===== src/rtl/axi_wr_slave_pkg.sv =====
// axi_wr_slave_pkg: shared types and constants for the AXI3 write-channel
// slave controller and its burst address generator.
//   state_t       : controller FSM states
//   BURST_*       : AXI burst type encodings
//   RESP_*        : AXI write response encodings
package axi_wr_slave_pkg;

   typedef enum logic [1:0] {
      ST_IDLE = 2'd0,
      ST_DATA = 2'd1,
      ST_RESP = 2'd2
   } state_t;

   localparam logic [1:0] BURST_FIXED = 2'd0;
   localparam logic [1:0] BURST_INCR  = 2'd1;
   localparam logic [1:0] BURST_WRAP  = 2'd2;

   localparam logic [1:0] RESP_OKAY   = 2'd0;
   localparam logic [1:0] RESP_SLVERR = 2'd2;

endpackage


===== src/rtl/axi_burst_addr_gen.sv =====
// axi_burst_addr_gen: combinational next-beat address for an AXI burst.
//   addr      in  : current beat address
//   size      in  : AxSIZE (bytes per beat = 1<<size)
//   len       in  : AxLEN (beats - 1), sets the WRAP block size
//   burst     in  : AxBURST (FIXED/INCR/WRAP; reserved holds the address)
//   next_addr out : address of the following beat
module axi_burst_addr_gen
   import axi_wr_slave_pkg::*;
#(
   parameter int ADDR_W = 32,
   parameter int LEN_W  = 4
) (
   input  logic [ADDR_W-1:0] addr,
   input  logic [2:0]        size,
   input  logic [LEN_W-1:0]  len,
   input  logic [1:0]        burst,
   output logic [ADDR_W-1:0] next_addr
);

   logic [ADDR_W-1:0] step;
   logic [ADDR_W-1:0] incr;
   logic [ADDR_W-1:0] blk_mask;

   always_comb begin
      step     = ADDR_W'(1) << size;
      // INCR aligns first, so an unaligned start lands on the next size boundary
      incr     = (addr & ~(step - ADDR_W'(1))) + step;
      // WRAP block is (len+1) beats; keep the base, wrap the offset
      blk_mask = ((ADDR_W'(len) + ADDR_W'(1)) << size) - ADDR_W'(1);
      case (burst)
         BURST_INCR: next_addr = incr;
         BURST_WRAP: next_addr = (addr & ~blk_mask) | (incr & blk_mask);
         default:    next_addr = addr;
      endcase
   end

endmodule


===== src/rtl/axi_wr_slave_ctrl.sv =====
// axi_wr_slave_ctrl: AXI3 write-channel slave, one burst at a time, turning
// each accepted W beat into a registered SRAM word write and issuing one B.
//   aclk/areset            : clock, synchronous active-high reset
//   aw* / awvalid/awready  : write address channel (lock/cache/prot ignored)
//   w*  / wvalid/wready    : write data channel
//   bid/bresp/bvalid/bready: write response channel
//   mem_we/addr/wdata/wstrb: registered SRAM write port
// Optional: define AXI_WR_SLAVE_WID_CHECK_EN to compare each beat's wid with
// the burst id; a mismatch flags SLVERR and drops that beat's write.
module axi_wr_slave_ctrl
   import axi_wr_slave_pkg::*;
#(
   parameter int ID_W   = 4,
   parameter int ADDR_W = 32,
   parameter int DATA_W = 32,
   parameter int LEN_W  = 4,
   parameter int MEM_AW = 10
) (
   input  logic                  aclk,
   input  logic                  areset,
   input  logic [ID_W-1:0]       awid,
   input  logic [ADDR_W-1:0]     awaddr,
   input  logic [LEN_W-1:0]      awlen,
   input  logic [2:0]            awsize,
   input  logic [1:0]            awburst,
   input  logic [1:0]            awlock,
   input  logic [3:0]            awcache,
   input  logic [2:0]            awprot,
   input  logic                  awvalid,
   output logic                  awready,
   input  logic [ID_W-1:0]       wid,
   input  logic [DATA_W-1:0]     wdata,
   input  logic [DATA_W/8-1:0]   wstrb,
   input  logic                  wlast,
   input  logic                  wvalid,
   output logic                  wready,
   output logic [ID_W-1:0]       bid,
   output logic [1:0]            bresp,
   output logic                  bvalid,
   input  logic                  bready,
   output logic                  mem_we,
   output logic [MEM_AW-1:0]     mem_addr,
   output logic [DATA_W-1:0]     mem_wdata,
   output logic [DATA_W/8-1:0]   mem_wstrb
);

   localparam int B     = $clog2(DATA_W/8);
   localparam int CNT_W = LEN_W + 1;

   state_t            state;
   logic [ID_W-1:0]   id_q;
   logic [ADDR_W-1:0] addr_q;
   logic [LEN_W-1:0]  len_q;
   logic [2:0]        size_q;
   logic [1:0]        burst_q;
   logic [CNT_W-1:0]  beat_q;
   logic              err_q;
   logic              aw_err_q;   // error known at AW time: suppresses all writes
   logic [ADDR_W-1:0] next_addr;

   logic              aw_hs, w_hs;
   logic [LEN_W:0]    len_ext;
   logic              wrap_len_ok, aw_bad;
   logic              at_len, in_range, last_err, wid_bad, beat_err, wr_ok;

   wire unused_aw = ^{awlock, awcache, awprot};

   assign awready = (state == ST_IDLE) && !areset;
   assign wready  = (state == ST_DATA) && !areset;
   assign aw_hs   = awvalid && awready;
   assign w_hs    = wvalid && wready;

   // WRAP needs 2/4/8/16 beats and a size-aligned start
   assign len_ext     = {1'b0, awlen};
   assign wrap_len_ok = (awlen != '0) && ((len_ext & (len_ext + 1'b1)) == '0) &&
                        (len_ext < (LEN_W+1)'(16));
   assign aw_bad = (awburst == 2'b11) || (awsize > 3'(B)) ||
                   ((awburst == BURST_WRAP) &&
                    (!wrap_len_ok || ((awaddr & ((ADDR_W'(1) << awsize) - ADDR_W'(1))) != '0)));

`ifdef AXI_WR_SLAVE_WID_CHECK_EN
   assign wid_bad = (wid != id_q);
`else
   wire unused_wid = ^wid;
   assign wid_bad = 1'b0;
`endif

   assign at_len   = (beat_q == {1'b0, len_q});
   assign in_range = (beat_q <= {1'b0, len_q});
   assign last_err = wlast ? !at_len : at_len;
   assign beat_err = last_err || wid_bad;
   assign wr_ok    = !aw_err_q && in_range && !wid_bad;

   axi_burst_addr_gen #(.ADDR_W(ADDR_W), .LEN_W(LEN_W)) u_addr_gen (
      .addr      (addr_q),
      .size      (size_q),
      .len       (len_q),
      .burst     (burst_q),
      .next_addr (next_addr)
   );

   always_ff @(posedge aclk) begin
      if (areset) begin
         state     <= ST_IDLE;
         id_q      <= '0;
         addr_q    <= '0;
         len_q     <= '0;
         size_q    <= '0;
         burst_q   <= '0;
         beat_q    <= '0;
         err_q     <= 1'b0;
         aw_err_q  <= 1'b0;
         bvalid    <= 1'b0;
         bid       <= '0;
         bresp     <= RESP_OKAY;
         mem_we    <= 1'b0;
         mem_addr  <= '0;
         mem_wdata <= '0;
         mem_wstrb <= '0;
      end else begin
         mem_we <= 1'b0;
         case (state)
            ST_IDLE: if (aw_hs) begin
               id_q     <= awid;
               addr_q   <= awaddr;
               len_q    <= awlen;
               size_q   <= awsize;
               burst_q  <= awburst;
               beat_q   <= '0;
               err_q    <= aw_bad;
               aw_err_q <= aw_bad;
               state    <= ST_DATA;
            end
            ST_DATA: if (w_hs) begin
               mem_we    <= wr_ok;
               mem_addr  <= addr_q[MEM_AW+B-1:B];
               mem_wdata <= wdata;
               mem_wstrb <= wstrb;
               addr_q    <= next_addr;
               // saturate so overlong bursts never wrap back into range
               if (beat_q != '1) beat_q <= beat_q + 1'b1;
               err_q     <= err_q || beat_err;
               if (wlast) begin
                  state  <= ST_RESP;
                  bvalid <= 1'b1;
                  bid    <= id_q;
                  bresp  <= (err_q || beat_err) ? RESP_SLVERR : RESP_OKAY;
               end
            end
            ST_RESP: if (bready) begin
               bvalid <= 1'b0;
               state  <= ST_IDLE;
            end
            default: state <= ST_IDLE;
         endcase
      end
   end

endmodule


===== config.mk =====
export PLATFORM = sky130hd
export DESIGN_NAME = axi_wr_slave_ctrl
export DESIGN_NICKNAME = d
export VERILOG_FILES = /design/src/rtl/axi_wr_slave_pkg.sv /design/src/rtl/axi_burst_addr_gen.sv /design/src/rtl/axi_wr_slave_ctrl.sv
export SDC_FILE = /design/constraint.sdc
export NUM_CORES = 1
export LEC_CHECK = 0
export BUFFER_PORTS_ARGS = -buffer_cell sky130_fd_sc_hd__buf_2
export CORE_MARGIN = 3
export CORE_UTILIZATION = 35
export CTS_BUF_LIST = sky130_fd_sc_hd__clkbuf_8
export DETAILED_ROUTE_END_ITERATION = 6
export PLACE_DENSITY = 0.58
export RECOVER_POWER = 50
export SYNTH_ARGS = -nofsm -noshare
export SYNTH_HDL_FRONTEND = slang
export SYNTH_SLANG_ARGS = --single-unit

===== constraint.sdc =====
create_clock -name aclk -period 3 [get_ports aclk]
set_input_delay 0.15 -clock aclk [delete_from_list [all_inputs] [get_ports aclk]]
set_output_delay 0.15 -clock aclk [all_outputs]
set_load 0.1 [all_outputs]

==> flow_summary.json, run 1 <==
{
  "run_status": "completed",
  "pre_cts_ws_ns": 0.0802,
  "grt_max_degree": 95,
  "dieArea_sq_um": 15500,
  "place_congestion": 0.936,
  "period_needed_ns": 2.95,
  "hold_path_class": "primary input to flip-flop",
  "synth_area_sq_um": 4920,
  "slowest_stage": "or4b_4",
  "syn_nets": 764,
  "synth_top_cells_by_area": "dfxtp_1 (35%), nand2_1 (12%), o21ai_0 (6.9%)",
  "worstPathRequired_ns": 3.27,
  "fmax_ghz": 0.339,
  "cts_sinks": 87,
  "vias_per_cell": 5.25,
  "path_cells": "or3_4 -> ha_4 -> or4b_4 -> o32ai_4 -> nand3_2 -> a211o_1 -> a211oi_2 -> mux2i_1 -> o211ai_1 -> a311oi_1",
  "ant_nets": 0,
  "p_leak_nw": 2.37,
  "wl_per_cell_microns": 15.2,
  "yosysTopAreaCellShare_pct": 35.4,
  "hold_viol": 0,
  "fin_crit_sh_pct": 98.5,
  "synth_ff_type": "dfxtp_1",
  "ys_warn_count": 0,
  "path_clk_slew_ns": 0.09,
  "firstDrtPassIters": 4,
  "synth.avg_cell_area_sq_um": 7.53,
  "end_kind": "flip-flop",
  "startpoint_type": "flip-flop",
  "critPathMaxStageDelay_ns": 0.49,
  "slew_violations": 0,
  "netlist.top_cell.by_area": "dfxtp_1",
  "cts_made_buffers": 9,
  "place.detailed.hpwl_mm": 10.7,
  "dp_cells": 925,
  "peakVddDrop_v": 0.000330,
  "initial_core_util_pct": 36.4,
  "setup-violations-final": 0,
  "drive_above_1_share_pct": 16.3,
  "synth-edff-count": 0,
  "grt_usage_pct": 18.9,
  "fp.coreArea_sq_um": 13500,
  "arrival_ns": 3.23,
  "num_io_pins": 156,
  "num_rows": 42,
  "ys_ff_latch": 87,
  "diodes": 0,
  "grt_remaining_overflow": 0,
  "fin_util_pct": 46.5,
  "final_common_cell": "nand2_1",
  "fp.dieH_microns": 125,
  "rsz0062_at_grt": "true",
  "cap_viol_max_count": 0,
  "finalPower_mw": 2.84,
  "antenna_found_initial": 0,
  "finalClockSkew_ns": 0.0112,
  "fin_nets": 915,
  "finalWirelength_mm": 15.0,
  "syn_to_final_growth_pct": 27.7,
  "htree_levels": 3,
  "async_flop_share_pct": 0,
  "clockBufferDepth": 2,
  "instances_no_fill": 985,
  "drc_errors": 0,
  "drtIter0Drc": 259,
  "via_count": 5167,
  "max_slew.worst_pin.slew_ns": 1.25,
  "layout_setup_ws_ns": 0.0459,
  "crit_type": "flip-flop to flip-flop",
  "die_w_microns": 125,
  "mostFrequentLayoutCells": "nand2_1 (159), dfxtp_1 (85), buf_2 (70)",
  "portBuffers": 124,
  "grt_pass1_vias": 4979,
  "syn_inst": 653,
  "power_density_nw_per_um2": 452,
  "clk_latency_ns": 0.36,
  "root_buffer": "clkbuf_8",
  "synth_cell_types": 77,
  "relSlewSlack_pct": 17.3,
  "critPathMaxFanout": 3,
  "grt_pass1_wl_mm": 24.6,
  "setup-tns-final_ns": 0,
  "cts_tree": "yes",
  "ys_seq_area_share_pct": 35.4
}
[synth_stat cells, types with 3 or more instances]
library cell  instances
buf_6                 5
a21o_1                4
a31oi_1               8
nand4_1               7
mux2i_1              11
buf_2                 6
a21oi_1              35
xnor2_1              13
a211oi_1              5
nor3_1               15
nand4b_1              4
nor2b_1               8
a311oi_1              4
o21ai_1               3
nor2_1               36
dfxtp_1              87
inv_1                14
nand3b_1              4
o211ai_1              5
clkbuf_1             34
nand2b_1             12
nand3_1              11
and2_1                5
xor2_1                8
o21ai_0              68
o31ai_1               8
and3_1                4
nand2_1             160
ha_1                 11
a22oi_1               4
[cells by family after synthesis]
group	after synthesis	synth area share [%]
muxes	11	2.24
and+or+nand+nor	283	26.8
other	1	0.0762
adders and majority gates	11	2.80
DFF	87	35.4
xor gates and xnor gates	21	3.74
buffers and inverters	62	5.72
AOI/OAI and AO/OA	177	23.2
[worst max-delay path: cells and delay by family (launching register included)]
kind,cells,cell delay [ns]
AO/OA/AOI/OAI,5,1.14
adder cells (fa/ha/maj),1,0.17
flip-flops,1,0.34
multiplexers,1,0.22
AND/OR/NAND/NOR,3,1.00
[report_power, final]
group | leakage [nW] | total [mW] | internal, mW | switching, mW
clock network | 0.0892 | 0.749 | 0.304 | 0.445
logic | 1.57 | 0.822 | 0.267 | 0.554
registers | 0.710 | 1.27 | 1.21 | 0.0535
total | 2.37 | 2.84 | 1.78 | 1.05
[final timing paths]
check,from,end,slack (ns),depth (start not counted)
setup / recovery,size_q[0]$_SDFFE_PP0P_,flip-flop,0.05,10
hold / removal,awlen[3],len_q[3]$_SDFFE_PP0P_,0.03,3
setup reg to reg,size_q[0]$_SDFFE_PP0P_,flip-flop,0.05,10
hold reg to reg,mem_addr[5]$_SDFFE_PP0P_,mem_addr[5]$_SDFFE_PP0P_,0.46,2
[area by class of cell]
cell class / count / area, sq um
fill: 1349 / 7220
timing repair buffer: 187 / 1130
tap: 176 / 220
clock inverter: 7 / 48.8
sequential: 87 / 1740
clock buffer: 9 / 124
inverter: 15 / 56.3
multi-input combinational: 504 / 2960
[repair_timing]
| action | CTS | global route |
|---|---|---|
| endpoints found under the hold margin | 42 | 0 |
| hold buffers | 42 | 0 |
| setup endpoints to repair | 0 | 3 |
| resized for setup | 0 | 11 |
| buffers inserted | 0 | 2 |
[per-layer routing]
layer	global-route usage [%]	part of all wire (%)	vias up
li1	-	-	2580
met1	24.3	44	2391
met2	31.9	49	176
met3	3.64	5.8	20
met4	5.93	1.7	0
met5	0	0	-
[metrics by stage]
stage / cell area [sq um] / hold WS [ns]
after floorplan: 4940 / 0.258
after global placement: 5690 / 0.343
after detailed placement: 5690 / 0.348
after CTS: 6280 / 0.00160
after global routing: 6280 / 0.0361
final: 6280 / 0.0271
Note: power is estimated with default switching activity, not from simulation.
==> run 2: changes to the inputs <==
--- a/config.mk
+++ b/config.mk
@@ -5,12 +5,12 @@
 export SDC_FILE = /design/constraint.sdc
 export NUM_CORES = 1
 export LEC_CHECK = 0
-export BUFFER_PORTS_ARGS = -buffer_cell sky130_fd_sc_hd__buf_2
 export CORE_MARGIN = 3
 export CORE_UTILIZATION = 35
 export CTS_BUF_LIST = sky130_fd_sc_hd__clkbuf_8
 export DETAILED_ROUTE_END_ITERATION = 6
-export PLACE_DENSITY = 0.58
+export DONT_BUFFER_PORTS = 1
+export PLACE_DENSITY = 0.48
 export RECOVER_POWER = 50
 export SYNTH_ARGS = -nofsm -noshare
 export SYNTH_HDL_FRONTEND = slang
==> constraint.sdc (replaced) <==
create_clock -name aclk -period 3 [get_ports aclk]
set_input_delay 0.15 -clock aclk [delete_from_list [all_inputs] [get_ports aclk]]
set_output_delay 0.15 -clock aclk [all_outputs]
set_load 0.005 [all_outputs]
==> run 2 against run 1 <==
Against the previous run: sequential power is essentially flat; die area is the same; fmax grew 1.3%; first-iteration DRC count grew 45%; clock power grew 13%; routed wire length shrank 0.79%; register-to-register slack gained 0.04 ns; non-clock buffer count shrank 110; critical path depth is the same; cell count shrank 11%; clock skew shrank 0.0023 ns; critical path type unchanged; largest power group unchanged; highest routed layer unchanged.
==> flow_summary.json, run 2 (synthesized netlist as in run 1, its figures left out) <==
{
  "run_status": "completed",
  "fmax_ghz": 0.343,
  "startpoint_type": "flip-flop",
  "relSlewSlack_pct": 21.9,
  "cts_made_buffers": 9,
  "grt_max_degree": 62,
  "drc_errors": 0,
  "fp.coreArea_sq_um": 13500,
  "ant_nets": 0,
  "grtUsageMet3_pct": 5.06,
  "root_buffer": "clkbuf_8",
  "hold_path_class": "primary input to flip-flop",
  "grt_pass1_wl_mm": 23.9,
  "num_rows": 42,
  "path_cells": "or3_4 -> ha_4 -> or4b_4 -> o32ai_4 -> nand3_2 -> a211o_1 -> a211oi_2 -> mux2i_1 -> o211ai_1 -> a311oi_1",
  "grt_remaining_overflow": 0,
  "wl_per_cell_microns": 17.0,
  "antenna_found_initial": 0,
  "fp.dieH_microns": 125,
  "place_congestion": 0.854,
  "firstDrtPassIters": 5,
  "finalWirelength_mm": 14.9,
  "drtIter0Drc": 376,
  "place.detailed.hpwl_mm": 10.5,
  "critPathMaxStageDelay_ns": 0.49,
  "diodes": 0,
  "slowest_stage": "or4b_4",
  "max_slew.worst_pin.slew_ns": 1.17,
  "period_needed_ns": 2.92,
  "power_density_nw_per_um2": 454,
  "p_leak_nw": 2.09,
  "critPathMaxFanout": 3,
  "slew_violations": 0,
  "initial_core_util_pct": 36.4,
  "cp-startpoint": "size_q[0]$_SDFFE_PP0P_",
  "fill_cells": 1337,
  "num_io_pins": 156,
  "htree_levels": 3,
  "met1_usage_pct": 24.2,
  "cts_tree": "yes",
  "arrival_ns": 3.18,
  "syn_to_final_growth_pct": 19.4,
  "fin_nets": 805,
  "drive_above_1_share_pct": 8.74,
  "mostFrequentLayoutCells": "nand2_1 (160), dfxtp_1 (85), o21ai_0 (68)",
  "clockBufferDepth": 2,
  "clk_latency_ns": 0.36,
  "rsz0062_at_grt": "true",
  "hold_viol": 0,
  "peakVddDrop_v": 0.000223,
  "end_kind": "flip-flop",
  "final_common_cell": "nand2_1",
  "vias_per_cell": 5.44,
  "cap_viol_max_count": 0,
  "die_w_microns": 125,
  "reg2reg_from": "size_q[0]$_SDFFE_PP0P_",
  "via_count": 4758,
  "grt_usage_pct": 18.5,
  "worstPathRequired_ns": 3.26,
  "grt_pass1_vias": 4634,
  "hp-start": "awaddr[1]",
  "cts_sinks": 87,
  "setup-violations-final": 0,
  "dieArea_sq_um": 15500,
  "met2_usage_pct": 29.1,
  "layout_setup_ws_ns": 0.0826,
  "finalClockSkew_ns": 0.00889,
  "busiest_layer": "met2",
  "pre_cts_ws_ns": 0.0848,
  "path_clk_slew_ns": 0.08,
  "fin_crit_sh_pct": 97.2,
  "setup-tns-final_ns": 0,
  "portBuffers": 0,
  "crit_type": "flip-flop to flip-flop"
}
[run 2: cell types whose count changed in the layout (fill, tap and decap cells not counted), moves of 2 or more]
cell / before / now
dlygate4sd3_1: 42 / 52
clkbuf_8: 9 / 11
inv_6: 3 / 1
clkbuf_1: 54 / 2
inv_1: 16 / 14
buf_2: 70 / 0
[run 2: what timing repair did]
action | CTS | global route
endpoints found under the setup margin | 0 | 3
setup buffers | 0 | 1
endpoints found under the hold margin | 72 | 0
gates resized for setup | 0 | 7
hold buffers | 53 | 0
[run 2: cell type report]
type                    instances  area (sq um)  area share [%]
multi-input cells             504          2930            50.0
flip-flops and latches         87          1740            29.7
well taps                     176           220            3.75
inverters                      15          56.3           0.959
clock buffers                  11           151            2.58
clock inverters                 4          53.8           0.916
repair buffers                 77           713            12.1
[run 2: power by group]
group	internal [mW]	switching [mW]
Sequential	1.21	0.0587
Clock	0.429	0.420
Combinational	0.235	0.312
Total	1.88	0.791
[run 2: per-layer routing]
layer	vias to the layer above	share of wire, %
li1	2362	-
met1	2212	45
met2	154	45
met3	30	6.9
met4	0	2.9
met5	-	0
[run 2: worst paths after layout]
check                         to  cells past startpoint  slack [ns]
max                    flip-flop                     10        0.08
min reg2reg  bid[3]$_SDFFE_PP0P_                      2        0.46
max reg2reg            flip-flop                     10        0.08
min                    flip-flop                      2       0.007
[run 2: stage by stage]
step	power, mW	hold WS (ns)	instance area (sq um)	util, %	cells
after floorplan	1.64	0.258	4930	-	653
after global placement	1.76	0.223	5090	37.7	805
after detailed placement	1.76	0.225	5090	37.7	805
after CTS	2.68	0.00192	5840	43.2	873
after global routing	2.81	0.0168	5870	43.5	874
final	2.67	0.00669	5870	43.5	874
[run 2: critical path: cells and delay by family (launching register included)]
family                   cells  cell delay, ns
AND/OR/NAND/NOR              3            1.00
flip-flops                   1            0.34
multiplexers                 1            0.23
adder cells (fa/ha/maj)      1            0.18
AO/OA/AOI/OAI                5            1.09
